===== src/rtl/npm_pm_pkg.sv =====
`default_nettype none
// +----------------------------------------------------------------------+
// | npm_pm_pkg: shared PCommand indices, CAL/TM state encodings, NAND    |
// | command opcodes. Revision: 1.0                                       |
// +----------------------------------------------------------------------+
package npm_pm_pkg;

  localparam int PCMD_TM  = 0;
  localparam int PCMD_CAL = 3;

  typedef enum logic [2:0] {
    CAL_IDLE    = 3'd0,
    CAL_CAPTURE = 3'd1,
    CAL_WE_LOW  = 3'd2,
    CAL_WE_HIGH = 3'd3,
    CAL_LAST    = 3'd4
  } cal_state_e;

  typedef enum logic [1:0] {
    TM_IDLE  = 2'd0,
    TM_COUNT = 2'd1,
    TM_LAST  = 2'd2
  } tm_state_e;

  localparam logic [7:0] NAND_CMD_ERASE_SETUP   = 8'h60;
  localparam logic [7:0] NAND_CMD_ERASE_CONFIRM = 8'hD0;
  localparam logic [7:0] NAND_CMD_SLC_MODE      = 8'hA2;
  localparam logic [7:0] NAND_CMD_RESET_LUN     = 8'hFA;
  localparam logic [7:0] NAND_CMD_OP_27         = 8'h27;

endpackage
`default_nettype wire


===== src/rtl/npm_cal_buffer.sv =====
`default_nettype none
// +----------------------------------------------------------------------+
// | npm_cal_buffer: Depth x 9-bit CAL byte capture buffer with sticky    |
// | overflow flag. Revision: 1.0                                         |
// +----------------------------------------------------------------------+
module npm_cal_buffer #(
  parameter int Depth = 8
) (
  input  logic       clk,
  input  logic       rst_n,
  input  logic       wr_clr,
  input  logic       wr_en,
  input  logic [8:0] wr_data,
  input  logic       rd_clr,
  input  logic       rd_inc,
  output logic [8:0] rd_data,
  output logic       overflow
);

  localparam int AW = $clog2(Depth);
  localparam logic [16:0] DEPTH17 = 17'(Depth);

  logic [8:0]    mem_q [Depth];
  logic [16:0]   wr_cnt_q, wr_cnt_d;
  logic [AW-1:0] rd_ptr_q, rd_ptr_d;
  logic          ovf_q, ovf_d;
  logic          mem_we;

  always_comb begin
    wr_cnt_d = wr_cnt_q;
    rd_ptr_d = rd_ptr_q;
    ovf_d    = ovf_q;
    mem_we   = 1'b0;
    if (wr_clr) begin
      wr_cnt_d = '0;
    end else if (wr_en) begin
      // Bytes past the buffer depth are dropped but still counted.
      if (wr_cnt_q < DEPTH17) mem_we = 1'b1;
      else                    ovf_d  = 1'b1;
      wr_cnt_d = wr_cnt_q + 17'd1;
    end
    if (rd_clr)      rd_ptr_d = '0;
    else if (rd_inc) rd_ptr_d = rd_ptr_q + 1'b1;
  end

  always_ff @(posedge clk or negedge rst_n) begin
    if (!rst_n) begin
      wr_cnt_q <= '0;
      rd_ptr_q <= '0;
      ovf_q    <= 1'b0;
    end else begin
      wr_cnt_q <= wr_cnt_d;
      rd_ptr_q <= rd_ptr_d;
      ovf_q    <= ovf_d;
    end
  end

  always_ff @(posedge clk) begin
    if (mem_we) mem_q[wr_cnt_q[AW-1:0]] <= wr_data;
  end

  assign rd_data  = mem_q[rd_ptr_q];
  assign overflow = ovf_q;

endmodule
`default_nettype wire


===== src/rtl/npm_toggle_cal_timer.sv =====
`default_nettype none
// +----------------------------------------------------------------------+
// | npm_toggle_cal_timer: PM-side CAL (command/address latch) and TM     |
// | (timer) primitive responder driving NAND CE_n/CLE/ALE/WE_n/DQ.       |
// | Revision: 1.0                                                        |
// +----------------------------------------------------------------------+
module npm_toggle_cal_timer
  import npm_pm_pkg::*;
#(
  parameter int NumberOfWays = 4,
  parameter int CALDepth     = 8,
  parameter int WELowCycles  = 2,
  parameter int WEHighCycles = 2
) (
  input  logic                    iSystemClock,
  input  logic                    iReset_n,
  input  logic [7:0]              iPM_PCommand,
  input  logic [2:0]              iPM_PCommandOption,
  input  logic [NumberOfWays-1:0] iPM_TargetWay,
  input  logic [15:0]             iPM_NumOfData,
  input  logic                    iPM_CASelect,
  input  logic [7:0]              iPM_CAData,
  output logic [7:0]              oPM_Ready,
  output logic [7:0]              oPM_LastStep,
  output logic [NumberOfWays-1:0] oNAND_CE_n,
  output logic                    oNAND_CLE,
  output logic                    oNAND_ALE,
  output logic                    oNAND_WE_n,
  output logic [7:0]              oNAND_DQ,
  output logic                    oNAND_DQOE,
  output logic                    oCALOverflow
);

  localparam logic [16:0] DEPTH17 = 17'(CALDepth);
  localparam logic [7:0]  WEL_END = 8'(WELowCycles - 1);
  localparam logic [7:0]  WEH_END = 8'(WEHighCycles - 1);

  cal_state_e cal_state_q, cal_state_d;
  tm_state_e  tm_state_q, tm_state_d;

  logic [NumberOfWays-1:0] cal_way_q, cal_way_d, tm_way_q, tm_way_d;
  logic [16:0] cal_n_q, cal_n_d, byte_cnt_q, byte_cnt_d, drive_total;
  logic [7:0]  phase_q, phase_d;
  logic [2:0]  tm_opt_q, tm_opt_d;
  logic [15:0] tm_cnt_q, tm_cnt_d;

  logic [NumberOfWays-1:0] ce_n_q, ce_n_d;
  logic       cle_q, cle_d, ale_q, ale_d, we_n_q, we_n_d, dqoe_q, dqoe_d;
  logic [7:0] dq_q, dq_d;

  logic       buf_wr_clr, buf_wr_en, buf_rd_clr, buf_rd_inc;
  logic [8:0] buf_rd_data;

  logic cal_idle, cal_last, cal_accept, cal_drive, tm_idle, tm_last, tm_ready, tm_accept;
  logic unused_ok;

  assign cal_idle    = (cal_state_q == CAL_IDLE);
  assign cal_last    = (cal_state_q == CAL_LAST);
  assign cal_drive   = (cal_state_q == CAL_WE_LOW) || (cal_state_q == CAL_WE_HIGH);
  assign tm_idle     = (tm_state_q == TM_IDLE);
  assign tm_last     = (tm_state_q == TM_LAST);
  assign cal_accept  = cal_idle & iPM_PCommand[PCMD_CAL];
  assign tm_ready    = tm_idle & (cal_idle | cal_last);
  // A CAL trigger wins a simultaneous start; the TM waits for CAL_LAST.
  assign tm_accept   = iPM_PCommand[PCMD_TM] & tm_ready & ~cal_accept;
  assign drive_total = (cal_n_q > DEPTH17) ? DEPTH17 : cal_n_q;

  npm_cal_buffer #(.Depth(CALDepth)) u_cal_buffer (
    .clk      (iSystemClock),
    .rst_n    (iReset_n),
    .wr_clr   (buf_wr_clr),
    .wr_en    (buf_wr_en),
    .wr_data  ({iPM_CASelect, iPM_CAData}),
    .rd_clr   (buf_rd_clr),
    .rd_inc   (buf_rd_inc),
    .rd_data  (buf_rd_data),
    .overflow (oCALOverflow)
  );

  always_comb begin
    cal_state_d = cal_state_q;
    cal_way_d   = cal_way_q;
    cal_n_d     = cal_n_q;
    byte_cnt_d  = byte_cnt_q;
    phase_d     = phase_q;
    buf_wr_clr  = 1'b0;
    buf_wr_en   = 1'b0;
    buf_rd_clr  = 1'b0;
    buf_rd_inc  = 1'b0;
    case (cal_state_q)
      CAL_IDLE: begin
        if (cal_accept) begin
          cal_way_d   = iPM_TargetWay;
          cal_n_d     = {1'b0, iPM_NumOfData} + 17'd1;
          byte_cnt_d  = '0;
          buf_wr_clr  = 1'b1;
          cal_state_d = CAL_CAPTURE;
        end
      end
      CAL_CAPTURE: begin
        buf_wr_en  = 1'b1;
        byte_cnt_d = byte_cnt_q + 17'd1;
        if (byte_cnt_q == cal_n_q - 17'd1) begin
          byte_cnt_d  = '0;
          buf_rd_clr  = 1'b1;
          phase_d     = '0;
          cal_state_d = CAL_WE_LOW;
        end
      end
      CAL_WE_LOW: begin
        phase_d = phase_q + 8'd1;
        if (phase_q == WEL_END) begin
          phase_d     = '0;
          cal_state_d = CAL_WE_HIGH;
        end
      end
      CAL_WE_HIGH: begin
        phase_d = phase_q + 8'd1;
        if (phase_q == WEH_END) begin
          phase_d = '0;
          if (byte_cnt_q == drive_total - 17'd1) begin
            cal_state_d = CAL_LAST;
          end else begin
            byte_cnt_d  = byte_cnt_q + 17'd1;
            buf_rd_inc  = 1'b1;
            cal_state_d = CAL_WE_LOW;
          end
        end
      end
      CAL_LAST: cal_state_d = CAL_IDLE;
      default:  cal_state_d = CAL_IDLE;
    endcase
  end

  always_comb begin
    tm_state_d = tm_state_q;
    tm_opt_d   = tm_opt_q;
    tm_way_d   = tm_way_q;
    tm_cnt_d   = tm_cnt_q;
    case (tm_state_q)
      TM_IDLE: begin
        if (tm_accept) begin
          tm_opt_d   = iPM_PCommandOption;
          tm_way_d   = iPM_TargetWay;
          tm_cnt_d   = (iPM_NumOfData == 16'd0) ? 16'd1 : iPM_NumOfData;
          tm_state_d = TM_COUNT;
        end
      end
      TM_COUNT: begin
        if (tm_cnt_q == 16'd1) tm_state_d = TM_LAST;
        else                   tm_cnt_d   = tm_cnt_q - 16'd1;
      end
      TM_LAST: tm_state_d = TM_IDLE;
      default: tm_state_d = TM_IDLE;
    endcase
  end

  always_comb begin
    ce_n_d = ~(((cal_idle || cal_state_q == CAL_CAPTURE) ? '0 : cal_way_q) |
               ((!tm_idle && tm_opt_q[2]) ? tm_way_q : '0));
    cle_d  = cal_drive & ~buf_rd_data[8];
    ale_d  = cal_drive &  buf_rd_data[8];
    dqoe_d = cal_drive;
    dq_d   = cal_drive ? buf_rd_data[7:0] : 8'h00;
    we_n_d = (cal_state_q != CAL_WE_LOW);
  end

  always_ff @(posedge iSystemClock or negedge iReset_n) begin
    if (!iReset_n) begin
      cal_state_q <= CAL_IDLE;
      cal_way_q   <= '0;
      cal_n_q     <= '0;
      byte_cnt_q  <= '0;
      phase_q     <= '0;
      tm_state_q  <= TM_IDLE;
      tm_opt_q    <= '0;
      tm_way_q    <= '0;
      tm_cnt_q    <= '0;
      ce_n_q      <= '1;
      cle_q       <= 1'b0;
      ale_q       <= 1'b0;
      we_n_q      <= 1'b1;
      dq_q        <= 8'h00;
      dqoe_q      <= 1'b0;
    end else begin
      cal_state_q <= cal_state_d;
      cal_way_q   <= cal_way_d;
      cal_n_q     <= cal_n_d;
      byte_cnt_q  <= byte_cnt_d;
      phase_q     <= phase_d;
      tm_state_q  <= tm_state_d;
      tm_opt_q    <= tm_opt_d;
      tm_way_q    <= tm_way_d;
      tm_cnt_q    <= tm_cnt_d;
      ce_n_q      <= ce_n_d;
      cle_q       <= cle_d;
      ale_q       <= ale_d;
      we_n_q      <= we_n_d;
      dq_q        <= dq_d;
      dqoe_q      <= dqoe_d;
    end
  end

  assign oPM_Ready    = {4'hF, cal_idle, 2'b11, tm_ready};
  assign oPM_LastStep = {4'h0, cal_last, 2'b00, tm_last};
  assign oNAND_CE_n   = ce_n_q;
  assign oNAND_CLE    = cle_q;
  assign oNAND_ALE    = ale_q;
  assign oNAND_WE_n   = we_n_q;
  assign oNAND_DQ     = dq_q;
  assign oNAND_DQOE   = dqoe_q;

  // Option[1:0] is latched for the issuers' benefit but has no pin effect.
  assign unused_ok = ^{iPM_PCommand[7:4], iPM_PCommand[2:1], tm_opt_q[1:0]};

endmodule
`default_nettype wire


===== config.mk =====
export PLATFORM = sky130hd
export DESIGN_NAME = npm_toggle_cal_timer
export DESIGN_NICKNAME = d
export VERILOG_FILES = /design/src/rtl/npm_pm_pkg.sv /design/src/rtl/npm_cal_buffer.sv /design/src/rtl/npm_toggle_cal_timer.sv
export SDC_FILE = /design/constraint.sdc
export NUM_CORES = 1
export LEC_CHECK = 0
export ABC_AREA = 1
export CAP_MARGIN = 5
export CORE_MARGIN = 4
export CORE_UTILIZATION = 64
export DETAILED_ROUTE_END_ITERATION = 8
export PLACE_DENSITY_LB_ADDON = 0.25
export SETUP_SLACK_MARGIN = 0.1
export SYNTH_ARGS = -nofsm -noshare
export SYNTH_HDL_FRONTEND = slang
export SYNTH_SLANG_ARGS = --single-unit

===== constraint.sdc =====
create_clock -name iSystemClock -period 5.3 [get_ports iSystemClock]
set_clock_uncertainty 0.1 [all_clocks]
set_input_delay 0.53 -clock iSystemClock [delete_from_list [all_inputs] [get_ports iSystemClock]]
set_output_delay 0.53 -clock iSystemClock [all_outputs]
set_load 0.005 [all_outputs]

-- After elaboration in Yosys (flattened, before gate mapping)
Memories as Yosys holds them, arrays and structs flattened.
Index checks and enable logic that the tools add are counted.
- add/sub/neg operators: 8
- bitwise logic cells: 13
- eq/ne operators: 19
- multiplexer cells: 42
- reductions and logical operators: 21
- $lt $le $gt $ge: 2
- operator list (operator ; number):
    $mux W17 ; 7
    $pmux W17 S3 ; 1
    $mux W16 ; 3
    $add A17 B1 Y17 const B ; 2
    $eq A17 B17 Y1 ; 2
    $sub A17 B1 Y17 const B ; 2
    $pmux W16 S2 ; 1
    $mux W8 ; 3
    $mux W3 ; 7
    $add A16 B1 Y17 const B ; 1
    $gt A17 B4 Y1 const B ; 1
    $lt A17 B4 Y1 const B ; 1
    $eq A16 B1 Y1 const B ; 1
    $logic_not A16 Y1 ; 1
    $pmux W8 S2 ; 1
    $sub A16 B1 Y16 const B ; 1
    $mux W1 ; 13
    $pmux W3 S4 ; 1
    $add A8 B1 Y8 const B ; 1
    $eq A8 B1 Y1 const B ; 1
    $mux W4 ; 2
    $ne A2 B1 Y1 const B ; 4
    $ne A2 B2 Y1 const B ; 4
    $reduce_and A2 Y1 ; 4
    24 further kinds ; 40
- flip-flop bits (word level): 111
- bits of input ports: 42
- memories kept: 1
- word-level logic and storage cells: 124
- RAM bits: 72
- output and inout bits: 33
- memories (name ; depth ; width ; read ports ; clocked after Yosys merged registers in ; write ports ; line ; text):
    u_cal_buffer.mem_q ; 8 ; 9 ; 1 ; 0 ; 1 ; npm_cal_buffer.sv:23 ; logic [8:0] mem_q [Depth];

-- Depth between registers and ports, before layout
Gate-level depths: netlist of the first run.
- word-level depth: 9
- mapped depth: 25
- mapped depth without buffers: 25

-- By module
A second synthesis of the first run with hierarchy kept.
- cells, all modules: 1316
- area, all modules: 10522.6 um^2
- by module, submodules not included (module ; area an instance (um^2) ; seq. area each (um^2) ; cells an instance ; times used):
    npm_toggle_cal_timer ; 6441.2 ; 2208.4 ; 920 ; 1
    npm_cal_buffer ; 4081.4 ; 2687.6 ; 396 ; 1

-- Worst setup path after synthesis of the first run
No wires, ideal clock.
- path kind: register to register
- start: register cal_n_q[1]
- end: register byte_cnt_q[10]
- arrival: 2.737 ns
- path buffers: 2
- data required time: 5.081 ns
- clock period less this slack: 2.956 ns
- setup slack: 2.344 ns
- cell stages (with the launch flop): 24
- setup time: 0.119 ns
- cells stage by stage: dfrtp_1 > inv_1 > ha_1 > nand2_1 > inv_1 > nand2_1 > nor2_1 > nand2_1 > nand2_2 > nand2_1 > ha_1 > inv_1 > nor2_1 > nand3_2 > buf_6 > nand2_1 > nand3_1 > nor2_1 > nand2_1 > nor2_2 > nand3_4 > buf_2 > nand4_1 > nand2_1
- cells in the longest elaborated chain, start to end: 6
- elaborated cells on any way between the ends: 10
- those cells by class: add/sub (2); order compare (1); eq/ne (3); mux (3); reduce/logical (1)
- RTL lines (element ; line ; text):
    start, declared ; npm_toggle_cal_timer.sv:42 ; logic [16:0] cal_n_q, cal_n_d, byte_cnt_q, byte_cnt_d, drive_total;
    start signal, assigned ; npm_toggle_cal_timer.sv:188 ; cal_n_q <= cal_n_d;
    $gt A17 B4 Y1 ; npm_toggle_cal_timer.sv:66 ; assign drive_total = (cal_n_q > DEPTH17) ? DEPTH17 : cal_n_q;
    $mux W17 ; npm_toggle_cal_timer.sv:66 ;
    $sub A17 B1 Y17 ; npm_toggle_cal_timer.sv:121 ; if (byte_cnt_q == drive_total - 17'd1) begin
    $eq A17 B17 Y1 ; npm_toggle_cal_timer.sv:121 ;
    $ne A2 B2 Y1 (no line) ; n/a ;
    $reduce_and A4 Y1 (no line) ; n/a ;
    end signal, assigned ; npm_toggle_cal_timer.sv:189 ; byte_cnt_q <= byte_cnt_d;
    end, declared ; npm_toggle_cal_timer.sv:42 ;
Parallel ways exist; a longest one is shown, timed or not.
A chain may end at the register's enable or synchronous reset.

-- Final worst setup path of the first run
- start: register cal_n_q[1]
- end: register byte_cnt_q[2]
Same word-level chain as after synthesis.

==> qor.txt, run 1 <==
Fin. Hold Viols = 0
Crit share post-route = 68.7%
Initial Utilization = 66.3%
Cells on worst reg2reg path = 24
Crit path required time = 5.58 ns
Cts repair resizes = 0
Worst vdd ir = 327 uV
Hpwl dp = 15600 um
Critical R2R Launch = cal_n_q[1]$_DFFE_PN0P_
First-pass GRT wire length = 38300 um
Synth Area in Compound Gates = 9.62%
Post-CTS setup buffer count = 0
Layout cells sized above 1 = 6.24%
Routability cong. = 0.964
Synth cell types = 47
Post-Synthesis Mean Instance Area = 8.02 sq um
Root Driver = clkbuf_16
Inserted Clock Buffers = 17
#FFs+latches synth = 181
Final worst path period need = 3.64 ns
H-Tree Depth = 4
Total of max-cap violations = 0
Largest family of logic cells by synthesized area = simple AND/OR/NAND/NOR gates
Row cnt = 45
Overall routing resource usage = 26.4%
CP bufs+invs = 4
Number of vias per cell = 5.66
Top Family by Delay on Critical Path = simple AND/OR/NAND/NOR gates
Nets = 1356
Post-Synth Adder-Cell Area = 1.47%
Fin. max-slew vios = 0
Clock Path Buffers = 2
Setup crit start = cal_n_q[1]$_DFFE_PN0P_
CP peak stage delay = 0.47 ns
DR iter-0 viols = 664
Antenna violations before repair = 0
Residual DRC = 0
CP Class = reg -> reg
Final WL = 23000 um
Proportion of synthesized area in mux cells = 0.111%
Ant diodes = 0
I/O Pins = 75
Post-DR wirelength/cell = 15.0 um
Routed Antenna Nets = 0
Fmax = 275 MHz
Ys Warns = 0
Die Y = 134 um
FF-to-FF End = byte_cnt_q[2]$_DFFE_PN0P_
DR pass1 iterations = 7
Worst-Skew Late Latency = 0.44 ns
Fill cell count = 1142
CTS clk-pin slew, worst paths = 0.07 ns
PwrDens = 441 nW/um^2
P_leak = 5.17 nW
Ys async rst share = 60.2%
CTS tree = built
IO Port Bufs = 54
Synth Instances = 1270
Die Area = 18000 sq um
Internal reg-to-reg setup slack = 1.66 ns
Sink Count = 181
Post-Syn Area = 10200 sq um
RSZ-0062 raised after global routing = false
Die width = 134 um
Crit-path cells = inv_1, ha_1, nand2_1, inv_1, nand2_1, nor2_1, nand2_1, nand2_2, nand2_1, ha_1, inv_1, nor2_1, nand3_2, nand2_1, nand2_1, inv_1, nand2_1, nor2_1, nand2_1, nor2_2, nand3_4, nand3_4, nand2_1, nand2_1
Most used DFF post-synth = dfrtp_1
Critical path peak fanout = 18
Largest net degree at the start of global routing = 65
Floorplan core area = 15400 sq um
WP depth = 24
Worst EP arrival = 3.92 ns
Area share of xor/xnor cells in the synthesized design = 3.78%
Hold slack = 0.0844 ns
# setup viols final = 0
Hold Buf Count CTS = 0
Global route total overflow = 0
Routed vias = 8633
Hold WC Path Type = in -> async
Slew headroom = 29.9%
Setup tns final = 0 ns
Outcome = finished, final reports clean
Crit-path most repeated cell = nand2_1
End of the critical path = byte_cnt_q[2]$_DFFE_PN0P_
Crit path launch type = flip-flop
Area Overhead vs Synth = 11.6%
Worst Setup End Kind = flip-flop
Vias in the first global route = 7934
Register area share after synthesis = 48.1%
Worst-margin pin slew = 1.05 ns
Simple-gate share of the synthesized area = 28.4%
Post-synth EDFFs = 72
Crit-path slowest cell = dfrtp_1
[layout by cell type (no fill, tap or decap), types with 4 or more instances in the layout]
cell / n
nor3_1: 28
ha_1: 12
dfrtp_1: 104
clkdlybuf4s50_1: 53
nand4_1: 45
o21ai_0: 111
o22ai_1: 16
nor4_1: 9
inv_2: 5
nor2_2: 6
conb_1: 12
nand3b_1: 5
nand2_1: 295
nor2_1: 163
xnor2_1: 7
dfstp_2: 5
buf_4: 14
o31ai_1: 4
xor2_1: 37
nor2_4: 5
nand3_1: 70
inv_1: 131
a31oi_1: 9
clkbuf_16: 17
nand2_2: 4
edfxtp_1: 72
a21oi_1: 33
inv_8: 5
[report_power, final]
group | internal, mW | leakage (nW) | switching, mW
registers | 1.73 | 2.06 | 0.227
clock network | 0.670 | 0.284 | 0.592
logic | 0.609 | 2.83 | 1.19
[stage by stage]
step	instances	instance area (sq um)	setup slack [ns]	power (mW)	util [%]
floorplan	1280	10200	2.34	3.21	-
global placement	1494	10800	1.84	3.68	70.1
detailed placement	1494	10800	1.76	3.75	70.1
CTS	1526	11400	1.70	5.01	74.0
global route	1526	11400	1.31	5.35	74.0
finish	1526	11400	1.66	5.02	74.0
[worst min path at each step]
stage | endpoint | startpoint | slack, ns | cells past startpoint
floorplan | byte_cnt_q[0]$_DFFE_PN0P_ | iReset_n | 0.13 | 0
global placement | u_cal_buffer.wr_cnt_q[16]$_DFFE_PN0P_ | u_cal_buffer.wr_cnt_q[16]$_DFFE_PN0P_ | 0.35 | 1
detailed placement | u_cal_buffer.wr_cnt_q[16]$_DFFE_PN0P_ | u_cal_buffer.wr_cnt_q[16]$_DFFE_PN0P_ | 0.37 | 1
CTS | byte_cnt_q[10]$_DFFE_PN0P_ | iReset_n | 0.12 | 1
global route | byte_cnt_q[10]$_DFFE_PN0P_ | iReset_n | 0.16 | 1
finish | byte_cnt_q[10]$_DFFE_PN0P_ | iReset_n | 0.08 | 1
[state kept, by name, indices dropped and copies added, names as in the netlist, 2 cells and up]
name / count
tm_state_q: 2
oNAND_CE_n: 4
u_cal_buffer.mem_q: 72
oNAND_DQ: 8
u_cal_buffer.rd_ptr_q: 3
tm_cnt_q: 16
byte_cnt_q: 17
tm_way_q: 4
cal_way_q: 4
u_cal_buffer.wr_cnt_q: 17
cal_state_q: 3
phase_q: 8
cal_n_q: 17
[per-layer routing]
metal,up-vias,share of wire [%],global-route usage [%],wire [um]
li1,4234,-,-,-
met1,4061,44,36.8,10200
met2,303,47,42.1,10800
met3,35,7.2,5.63,1650
met4,0,1.6,7.69,377
met5,-,0,0,0
[worst reg2reg max path: stages, from the launching register on]
cell and delay (ns):
dfrtp_1 0.47, inv_1 0.12, ha_1 0.19, nand2_1 0.06
inv_1 0.04, nand2_1 0.05, nor2_1 0.04, nand2_1 0.08
nand2_2 0.10, nand2_1 0.10, ha_1 0.31, inv_1 0.07
nor2_1 0.25, nand3_2 0.24, nand2_1 0.12, nand2_1 0.07
inv_1 0.08, nand2_1 0.06, nor2_1 0.12, nand2_1 0.08
nor2_2 0.15, nand3_4 0.24, nand3_4 0.28, nand2_1 0.09
nand2_1 0.07
[synthesized netlist by cell type, types with 3 or more instances]
cell type	n	area share, %
nand3_4	3	0.52
nor2_1	163	6.0
o21ai_0	111	5.5
ha_1	12	1.5
o22ai_1	16	0.98
xnor2_1	7	0.60
a31oi_1	9	0.55
nor4_1	9	0.55
buf_4	18	1.3
nor2_2	6	0.37
nand2_2	4	0.25
nand3_1	70	3.4
dfrtp_1	104	26
inv_1	131	4.8
a21oi_1	33	1.6
dfstp_2	5	1.3
edfxtp_1	72	21
o31ai_1	4	0.29
nand3b_1	5	0.37
buf_2	10	0.49
nand3_2	3	0.29
nor2_8	3	0.59
nand2_1	295	11
xor2_1	37	3.2
nor3_1	29	1.4
inv_2	5	0.18
clkbuf_1	31	1.1
nor2_4	5	0.55
nand4_1	45	2.8
[area by class of cell]
cell class	instances	area, sq um	area share, %
multi-input cells	897	4470	39.3
clock inverters	15	165	1.45
well taps	211	264	2.32
inverters	138	518	4.56
repair buffers	67	636	5.59
flip-flops and latches	181	4900	43.1
clock buffers	17	425	3.74
[cell families after synthesis]
family          Yosys count
compound gates          183
xor+xnor                 44
fa+ha+maj                12
buf+inv                 202
flops                   181
mux                       1
other cells               2
simple gates            645
(Power assumes the default switching activity.)
==> run 2, diff against run 1 <==
CORE_UTILIZATION = 59   (was 64)
clock period = 3.6 ns   (was 5.3 ns; I/O delays follow)
==> run 2 against run 1 <==
Compared with the run above: critical path depth decreased by 2; register-to-register slack got worse by 1.3 ns; cell count is 1.7% higher; sequential power grew 45%; flip-flop and latch count unchanged; final area is 1.7% higher; global-route usage down 1.7 points; wire length is 3.4% higher; power grew 49%; first-iteration DRC count grew 20%; clock-buffer cell count rose by 1; largest cell class unchanged; largest power group unchanged.
==> qor.txt, run 2 (synthesis gave the netlist of run 1 again) <==
Die Area = 19400 sq um (was 18000 sq um)
# setup viols final = 0 (unchanged)
Placed Area = 10900 sq um (was 10800 sq um)
Antenna violations before repair = 0 (unchanged)
Number of vias per cell = 5.60 (was 5.66)
Fin area = 11600 sq um (was 11400 sq um)
Setup crit start = cal_n_q[0]$_DFFE_PN0P_ (was cal_n_q[1]$_DFFE_PN0P_)
Total of max-cap violations = 0 (unchanged)
Setup tns final = 0 ns (unchanged)
Worst-Skew Late Latency = 0.44 ns (about the same)
Largest net degree at the start of global routing = 61 (was 65)
Seq. cell area = 4900 sq um (about the same)
Hpwl dp = 16000 um (was 15600 um)
Hold Startpoint = u_cal_buffer.wr_cnt_q[16]$_DFFE_PN0P_
CP Class = reg -> reg (unchanged)
Row cnt = 47 (was 45)
Fmax = 313 MHz (was 275 MHz)
Crit path launch type = flip-flop (unchanged)
Routed Antenna Nets = 0 (unchanged)
CTS tree = built (unchanged)
Critical path peak fanout = 11 (was 18)
Slew headroom = 48.4% (was 29.9%)
Nets = 1373 (was 1356)
Worst EP arrival = 3.43 ns (was 3.92 ns)
First-pass GRT wire length = 39100 um (was 38300 um)
Critical R2R Launch = cal_n_q[0]$_DFFE_PN0P_ (was cal_n_q[1]$_DFFE_PN0P_)
Inserted Clock Buffers = 17 (unchanged)
IO Port Bufs = 54 (unchanged)
P_leak = 5.26 nW (was 5.17 nW)
DR pass1 iterations = 5 (was 7)
Outcome = finished, final reports clean (unchanged)
Crit path required time = 3.83 ns (was 5.58 ns)
Root Driver = clkbuf_16 (unchanged)
Routed vias = 8689 (was 8633)
Commonest non-fill, non-tap cell in the layout = nand2_1 (unchanged)
Internal reg-to-reg setup slack = 0.41 ns (was 1.66 ns)
Final WL = 23700 um (was 23000 um)
Layout cells sized above 1 = 7.51% (was 6.24%)
Routability cong. = 0.960 (was 0.964)
Worst vdd ir = 499 uV (was 327 uV)
End of the critical path = byte_cnt_q[13]$_DFFE_PN0P_ (was byte_cnt_q[2]$_DFFE_PN0P_)
I/O Pins = 75 (unchanged)
DR iter-0 viols = 799 (was 664)
Commonest non-fill, non-tap cells in the layout = nand2_1 (295), nor2_1 (162), inv_1 (131) (was nand2_1 (295), nor2_1 (163), inv_1 (131))
Overall routing resource usage = 24.7% (was 26.4%)
Global route total overflow = 0 (unchanged)
FF-to-FF End = byte_cnt_q[13]$_DFFE_PN0P_ (was byte_cnt_q[2]$_DFFE_PN0P_)
Final worst path period need = 3.19 ns (was 3.64 ns)
Max reg flops = 72 (unchanged)
Post-DR wirelength/cell = 15.3 um (was 15.0 um)
Initial Utilization = 60.8% (was 66.3%)
Fill cell count = 1326 (was 1142)
Crit share post-route = 88.7% (was 68.7%)
Sink Count = 181 (unchanged)
Clock Path Buffers = 2 (unchanged)
Multi-input gate area = 4490 sq um (was 4470 sq um)
CTS clk-pin slew, worst paths = 0.07 ns (about the same)
RSZ-0062 raised after global routing = false (unchanged)
Cells on worst reg2reg path = 22 (was 24)
Vias in the first global route = 7984 (was 7934)
Worst-margin pin slew = 0.767 ns (was 1.05 ns)
Ant diodes = 0 (unchanged)
Die Y = 139 um (was 134 um)
Die width = 139 um (was 134 um)
Residual DRC = 0 (unchanged)
Area Overhead vs Synth = 13.6% (was 11.6%)
Worst Setup End Kind = flip-flop (unchanged)
PwrDens = 648 nW/um^2 (was 441 nW/um^2)
Hold WC Path Type = reg -> reg (was in -> async)
Floorplan core area = 16800 sq um (was 15400 sq um)
H-Tree Depth = 4 (unchanged)
Pwr Total = 7.49 mW (was 5.02 mW)
Fin. max-slew vios = 0 (unchanged)
Fin. Hold Viols = 0 (unchanged)
## run 2: critical path, stage by stage (launching register included)
cell	delay [ns]
dfrtp_1	0.44
inv_4	0.14
ha_1	0.16
nand2_1	0.05
inv_1	0.05
nand2_1	0.04
nor2_1	0.09
nand2_1	0.07
nand2_2	0.12
nand2_1	0.10
ha_1	0.23
buf_4	0.16
xnor2_1	0.17
inv_1	0.06
nand2_1	0.06
nand2_1	0.06
nor2_2	0.16
nand3_1	0.12
nor2_2	0.14
nand3_4	0.19
buf_4	0.23
nand4_1	0.08
nand2_1	0.05
## run 2: cell type report
type / instances / share of cell area (%)
inverters: 138 / 4.50
flip-flops and latches: 181 / 42.3
multi-input cells: 898 / 38.8
well taps: 220 / 2.38
clock buffers: 18 / 3.80
repair buffers: 83 / 6.66
clock inverters: 14 / 1.54
## run 2: worst min path at each step
stage                                       endpoint  slack [ns]  cells past startpoint
2_1_floorplan              byte_cnt_q[0]$_DFFE_PN0P_       -0.04                      0
3_3_place_gp                 tm_cnt_q[1]$_DFFE_PN0P_        0.33                      1
3_5_place_dp                 tm_cnt_q[1]$_DFFE_PN0P_        0.33                      1
4_1_cts        u_cal_buffer.wr_cnt_q[16]$_DFFE_PN0P_        0.38                      1
5_1_grt        u_cal_buffer.wr_cnt_q[16]$_DFFE_PN0P_        0.41                      1
6_report       u_cal_buffer.wr_cnt_q[16]$_DFFE_PN0P_        0.37                      1
## run 2: where the power goes
group	leakage, nW	internal [mW]	switching, mW	total, mW
logic	2.91	0.948	1.85	2.80
registers	2.06	2.54	0.277	2.82
clock network	0.293	0.961	0.919	1.88
## run 2: routing by layer
| metal | vias up | share of wire [%] | GRT usage [%] |
|---|---|---|---|
| met5 | - | 0 | 0 |
| li1 | 4282 | - | - |
| met1 | 4001 | 44 | 34.7 |
| met2 | 360 | 46 | 39.6 |
| met4 | 0 | 2.3 | 7.88 |
| met3 | 46 | 7.8 | 3.88 |
## run 2: timing repair
| action | 4_1_cts | 5_1_grt |
|---|---|---|
| hold buffers | 1 | 0 |
| setup endpoints to repair | 0 | 19 |
| endpoints found under the hold margin | 46 | 0 |
| resized for setup | 0 | 5 |
| setup buffers | 0 | 5 |
## run 2: per-stage QoR
stage	std cells	hold slack, ns	setup slack [ns]	util [%]
global placement	1513	0.334	0.354	64.9
CTS	1546	0.377	0.194	68.6
detailed placement	1513	0.329	0.236	64.9
floorplan	1280	-0.0356	0.644	-
finish	1552	0.375	0.406	69.0
global route	1552	0.412	0.113	69.0
